--- config.mk ---
export PLATFORM = sky130hd
export DESIGN_NAME = if_fetch_stage
export DESIGN_NICKNAME = d
export VERILOG_FILES = /design/src/rtl/if_fetch_stage.sv
export SDC_FILE = /design/constraint.sdc
export NUM_CORES = 2
export LEC_CHECK = 0
export BUFFER_PORTS_ARGS = -buffer_cell sky130_fd_sc_hd__clkbuf_2
export CAP_MARGIN = 30
export CORE_MARGIN = 2
export CORE_UTILIZATION = 55
export CTS_CLUSTER_SIZE = 28
export DETAILED_ROUTE_END_ITERATION = 8
export GPL_ROUTABILITY_DRIVEN = 1
export GPL_TIMING_DRIVEN = 1
export MAX_ROUTING_LAYER = met4
export PLACE_DENSITY = 0.72
export SYNTH_ARGS = -nofsm -noshare
export SYNTH_HDL_FRONTEND = slang
export SYNTH_SLANG_ARGS = --single-unit
--- constraint.sdc ---
create_clock -name clk -period 7.4 [get_ports clk]
set_input_delay 0.74 -clock clk [delete_from_list [all_inputs] [get_ports clk]]
set_output_delay 0.74 -clock clk [all_outputs]
set_load 0.01 [all_outputs]
--- src/rtl/if_fetch_stage.sv ---
// Instruction-fetch stage: the PC register, the instruction-memory request and
// next-PC prediction from a 32-entry direct-mapped BTB with 2-bit counters.
module if_fetch_stage #(
  parameter logic [31:0] RESET_PC = 32'hBFC0_0000
) (
  input  logic        clk,
  input  logic        reset,
  input  logic        pa_pc_ifid,
  input  logic        ex_redirect,
  input  logic [31:0] ex_redirect_pc,
  input  logic        ex_bpu_update,
  input  logic [31:0] ex_bpu_pc,
  input  logic        ex_bpu_taken,
  input  logic [31:0] ex_bpu_target,
  output logic        imem_req,
  output logic [31:0] imem_addr,
  input  logic [31:0] imem_rdata,
  input  logic        imem_ready,
  output logic [31:0] if_pc_out,
  output logic [31:0] if_pc_4_out,
  output logic [31:0] if_instr_out,
  output logic [31:0] if_bpu_pc,
  output logic [4:0]  if_bpu_index
);

  localparam int unsigned XLEN  = 32;
  localparam int unsigned IDX_W = 5;
  localparam int unsigned TAG_W = 25;
  localparam int unsigned DEPTH = 32;

  typedef struct packed {
    logic             valid;
    logic [TAG_W-1:0] tag;
    logic [XLEN-1:0]  target;
    logic [1:0]       ctr;
  } btb_entry_t;

  btb_entry_t btb [DEPTH];

  logic [XLEN-1:0]  pc;
  logic [XLEN-1:0]  pc_4;
  logic [IDX_W-1:0] rd_idx;
  btb_entry_t       rd_entry;
  logic             pred_taken;

  logic [IDX_W-1:0] upd_idx;
  btb_entry_t       upd_entry;
  logic             upd_hit;
  logic [1:0]       ctr_inc;
  logic [1:0]       ctr_dec;

  // Combinational lookup; a same-cycle training write is seen only next cycle.
  always_comb begin
    pc_4       = pc + XLEN'(4);
    rd_idx     = pc[6:2];
    rd_entry   = btb[rd_idx];
    pred_taken = rd_entry.valid && (rd_entry.tag == pc[31:7]) && rd_entry.ctr[1];
  end

  always_comb begin
    imem_req     = reset;
    imem_addr    = pc;
    if_pc_out    = pc;
    if_pc_4_out  = pc_4;
    if_bpu_index = rd_idx;
    if_bpu_pc    = pred_taken ? rd_entry.target : pc_4;
    if_instr_out = (imem_ready && !ex_redirect) ? imem_rdata : '0;
  end

  // Redirect outranks stall and wait state.
  always_ff @(posedge clk) begin
    if (!reset) begin
      pc <= RESET_PC;
    end else if (ex_redirect) begin
      pc <= {ex_redirect_pc[31:2], 2'b00};
    end else if (!pa_pc_ifid && imem_ready) begin
      pc <= if_bpu_pc;
    end
  end

  always_comb begin
    upd_idx   = ex_bpu_pc[6:2];
    upd_entry = btb[upd_idx];
    upd_hit   = upd_entry.valid && (upd_entry.tag == ex_bpu_pc[31:7]);
    ctr_inc   = (upd_entry.ctr == 2'b11) ? 2'b11 : upd_entry.ctr + 2'd1;
    ctr_dec   = (upd_entry.ctr == 2'b00) ? 2'b00 : upd_entry.ctr - 2'd1;
  end

  // Training runs regardless of stall or redirect.
  always_ff @(posedge clk) begin
    if (!reset) begin
      for (int i = 0; i < DEPTH; i++) begin
        btb[i] <= '0;
      end
    end else if (ex_bpu_update) begin
      if (upd_hit) begin
        if (ex_bpu_taken) begin
          btb[upd_idx].ctr    <= ctr_inc;
          btb[upd_idx].target <= ex_bpu_target;
        end else begin
          btb[upd_idx].ctr    <= ctr_dec;
        end
      end else if (ex_bpu_taken) begin
        btb[upd_idx] <= '{valid: 1'b1, tag: ex_bpu_pc[31:7],
                          target: ex_bpu_target, ctr: 2'b10};
      end
    end
  end

endmodule

# --- Word-level counts from Yosys, hierarchy flattened ---
# Memories as Yosys holds them, arrays and structs flattened. A register that Yosys moved wholly into a read port is not among the register bits.
# Cells that the tools add are included.
op_classes:
  eq_ne: 3
  n_addsub: 3
  reduce_logical: 11
  bitwise_logic: 4
  mul: 0
  n_mux: 29
  shift: 0
  div_mod_pow: 0
  n_lt_le_gt_ge: 0
ops:
  columns: ["cell", "count"]
  rows:
  - ["$mux 32", 5]
  - ["$mux 60", 1]
  - ["$reduce_or 60->1", 1]
  - ["$eq 25x25->1", 2]
  - ["$add 32x3->32 const B", 1]
  - ["$mux 1", 15]
  - ["$mux 5", 3]
  - ["$mux 2", 4]
  - ["$logic_and 1x1->1", 5]
  - ["$mux 3", 1]
  - ["$or 1x1->1", 3]
  - ["$add 2x1->2 const B", 1]
  - ["$eq 2x2->1 const B", 1]
  - ["$logic_not 1->1", 2]
  - ["$logic_not 2->1", 1]
  - ["$reduce_bool 2->1", 1]
  - ["$reduce_or 2->1", 1]
  - ["$sub 2x1->2 const B", 1]
  - ["$not 1->1", 1]
word_totals:
  word_cells: 53
  mem_count: 1
  out_inout_bits: 166
  ram_bits: 1920
  reg_bits: 32
  input_bits: 135
  mem_bits_ro: 0
  latch_bits: 0
memory_table:
  columns: ["memory", "words", "width", "read_ports", "rd_ports_with_merged_regs", "wr", "line", "source"]
  rows:
  - ["btb", 32, 60, 2, 1, 32, "38", "btb_entry_t btb [DEPTH];"]

# --- Logic depth before layout (Yosys ltp) ---
# An unclocked memory read counts as a cell.
depth:
  ltp_word: 11
  mapped_depth: 17
  ltp_nobuf: 9

# --- Least setup slack after synthesis ---
# OpenSTA, ideal clock, no wires.
synth_path:
  kind: "input to register"
  from: "input ex_bpu_pc[3]"
  to: "memory btb[10][10] (netlist bit), enable pin"
  arrival_ns: 5.306
  setup_time_ns: 0.466
  required_ns: 6.934
  setup_slack_ns: 1.629
  path_stages: 10
  path_buffers: 7
  cell_sequence: "buf_6 -> buf_6 -> buf_2 -> buf_2 -> buf_2 -> buf_2 -> nor3b_1 -> nand2_1 -> clkbuf_1 -> o21ai_0"
synth_lines:
  columns: ["item", "line", "source"]
  rows:
  - ["start, declared", "12", "input logic [31:0] ex_bpu_pc,"]
  - ["end, declared", "38", null]

==> run summary <==
Yosys top cell by area -> edfxtp_1
Hold Crit Class -> input port to register
hold endpoint -> if_pc_out[28]$_SDFFE_PN1N_
row count -> 155
worst-margin pin slew -> 1097 ps
Die Y -> 426.6 µm
setup slack, reg-to-reg -> 1540 ps
final hold viol count -> 0
main combinational cell family by area after synthesis -> multiplexers
Syn Inst Count -> 6765
total of max-cap violations -> 0
clock sinks -> 1957
f_max -> 137.6 MHz
Slew headroom -> 0.2684
Synth warnings -> 0
vias in the first global route -> 65489
post-synthesis mux area share -> 0.1761
Worst R2R Path Depth -> 10
Metal-1 WL -> 109400 µm
routability cong. -> 1.007
Synth top area share -> 0.5772
# fillers -> 12949
GRT Total Usage -> 0.3936
Final Max Tran Viols -> 0
CTS buffer count -> 200
simple-gate share of the synthesized area -> 0.1552
clock skew -> 44.61 ps
worst-case clock buffer depth -> 3
Adder-Cell Fraction of Synth Area -> 0.0002293
register area share after synthesis -> 0.5912
global route overflow -> 0
hpwl dp -> 203800 µm
worst-path fanout max -> 35
Die ar. -> 182000 µm²
post_cts resized -> 0
H-tree Lvls -> 4
met3 wire len -> 49710 µm
initial antenna violation count -> 44
Sequential Area -> 58090 µm²
power density over cell area -> 238.1 nW/µm²
Peak VDD IR -> 0.2230 mV
Crit path required time -> 6660 ps
P_leak -> 40.52 nW
Synth Area per Inst -> 14.52 µm²
CP arrival -> 6530 ps
period utilization -> 0.9822
Via density -> 7.185
Crit Reg-Reg Endpoint -> if_pc_out[12]$_SDFFE_PN0N_
crit path time final -> 7268 ps
initial core utilization -> 0.5517
Post-synth EDFFs -> 1888
Layout Nets -> 6860
Post-DRT Antenna Nets -> 0
Die W -> 426.6 µm
drt total wl -> 347900 µm
top sig layer -> met4
root buffer cell -> clkbuf_16
# IOs -> 301
largest net degree at the start of global routing -> 224
vias -> 66913
worst hold path startpoint -> ex_redirect_pc[28]
depth of the worst hold-timing path -> 4
Crit Path Category -> register to output pin
XOR/XNOR Fraction of Synth Area -> 0.004280
RSZ-0062 raised after global routing -> no
global-route wire length before repair -> 484400 µm
CP Launch Type -> register
endpoints failing setup -> 0
Multi-input gate area -> 37340 µm²
share of cells above drive strength 1 -> 0.2493
post-CTS setup buffer count -> 0
Syn Std Cell Area -> 98230 µm²
clock latency on the worst-skew pair -> 870 ps
layout overhead on the synthesized area -> 11.52%
Post-synth ARST share -> 0
Reg clk slew, reported paths -> 60 ps
wire length on met2 -> 158900 µm
post-synthesis compound-gate area fraction -> 0.03652
hold_buf cts -> 0
status -> finished, violations left
post-synthesis cell type count -> 73
drt drc -> 1
total placed cells including tap cells -> 8866
Yosys reg bits -> 1957
setup_tns -> 0 ps
failing checks -> DRC
synth top area cells -> edfxtp_1 58%, mux4_2 15%, and2_1 7.0%, and3_1 5.2%, clkbuf_1 2.4%
Net Count, Synth -> 6901
Synth Flop Type -> edfxtp_1
CTS tree -> done
CORE AREA -> 178000 µm²
port buffer count -> 296
DR iter-0 viols -> 12123
WL/cell -> 37.35 µm
Initial DRT Pass Iterations -> 9
CP Capture Type -> output pin
non-filler instance count after layout -> 9313
-- layer usage --
metal  global-route usage  vias to the layer above
li1                     -                    26031
met1               0.4596                    33424
met2               0.5751                     5813
met3               0.1214                     1645
met4               0.2924                        0
met5                    -                        -
-- synthesized netlist by cell type (25+ instances only) --
| cell type | instances |
|---|---|
| o21ai_0 | 65 |
| a21o_1 | 38 |
| a21oi_1 | 37 |
| a22o_1 | 48 |
| nor2_1 | 114 |
| nor4_1 | 30 |
| edfxtp_1 | 1888 |
| buf_4 | 72 |
| clkbuf_1 | 623 |
| o22ai_1 | 27 |
| nor3_1 | 32 |
| nand2b_1 | 33 |
| nand3_1 | 38 |
| buf_2 | 101 |
| o31ai_1 | 43 |
| nand2_1 | 226 |
| and2_1 | 1097 |
| a22oi_1 | 82 |
| and3_1 | 819 |
| and4_1 | 34 |
| nand4_1 | 25 |
| mux4_2 | 667 |
| dfxtp_1 | 69 |
| a221oi_1 | 48 |
| mux2i_1 | 185 |
| xnor2_1 | 28 |
| mux2_2 | 38 |
-- power breakdown --
part	total, W	leakage [nW]	switching, W	internal, W
Combinational	0.00287	18.8	0.00174	0.00113
Sequential	0.0130	18.6	0.000287	0.0127
Clock	0.0102	3.17	0.00444	0.00580
Total	0.0261	40.5	0.00646	0.0196
-- cell type report --
type	instances	share of cell area
Sequential cell	1957	0.5303
Multi-Input combinational cell	3974	0.3409
Clock buffer	261	0.04899
Timing Repair Buffer	577	0.04040
Tap cell	2355	0.02690
Clock inverter	109	0.01049
Antenna cell	66	0.001508
Inverter	14	0.0005254
-- worst max path at each step --
stage                             to  cells past startpoint
3_5_place_dp   btb[23][52]$_DFFE_PP_                     13
4_1_cts                if_bpu_pc[23]                     11
5_1_grt                if_bpu_pc[23]                     11
2_1_floorplan  btb[10][10]$_DFFE_PP_                     10
3_3_place_gp           if_bpu_pc[23]                     11
6_report               if_bpu_pc[23]                     11
-- flip-flops by register name (all words and copies together) (netlist names), named ones only --
name and cells:
if_pc_out 32, btb 1920
-- worst max-delay path, cell delays in order, from the launching register on --
cell and delay [ps]:
dfxtp_4 970, buf_4 540, mux4_2 570, mux2i_1 290, o22a_1 470, xnor2_1 100, o311ai_0 370, nor2b_1 520
and4_4 810, nand4_1 520, and2_1 330, clkbuf_2 120
-- layout by cell type, fill, tap and decap left out, types with 38 or more instances in the layout --
cell type  netlist  routed
a22oi_1         82      82
nand2_1        226     219
a21o_1          38      38
and3_1         819     819
nor2_1         114      80
o31ai_1         43      43
clkbuf_16        0     202
a22o_1          48      48
a221oi_1        48      48
clkbuf_2         0     292
clkbuf_1       623      50
dfxtp_1         69      64
mux2_2          38      38
mux2i_1        185     185
buf_12           0      43
diode_2          0      66
nand3_1         38      38
edfxtp_1      1888    1888
clkinv_1         1      45
and2_1        1097    1097
buf_4           72     219
mux4_2         667     667
-- stage by stage --
stage	instance area (µm²)	setup WS [ps]	util	total power, W	hold slack, ps
3_3_place_gp	102400	1321	0.5749	0.01588	457.6
4_1_cts	109200	343.4	0.6131	0.02597	177.5
5_1_grt	109500	165.2	0.6149	0.02657	225.1
6_report	109500	132.0	0.6153	0.02609	212.2
2_1_floorplan	98230	1629	-	0.01482	439.0
3_5_place_dp	102600	1188	0.5765	0.01596	462.1
-- logic make-up after synthesis --
| family | after synthesis |
|---|---|
| compound gates | 492 |
| xor+xnor | 48 |
| fa+ha+maj | 2 |
| buf+inv | 834 |
| flops | 1957 |
| mux | 890 |
| simple gates | 2542 |
Note: power is estimated with default switching activity, not from simulation.
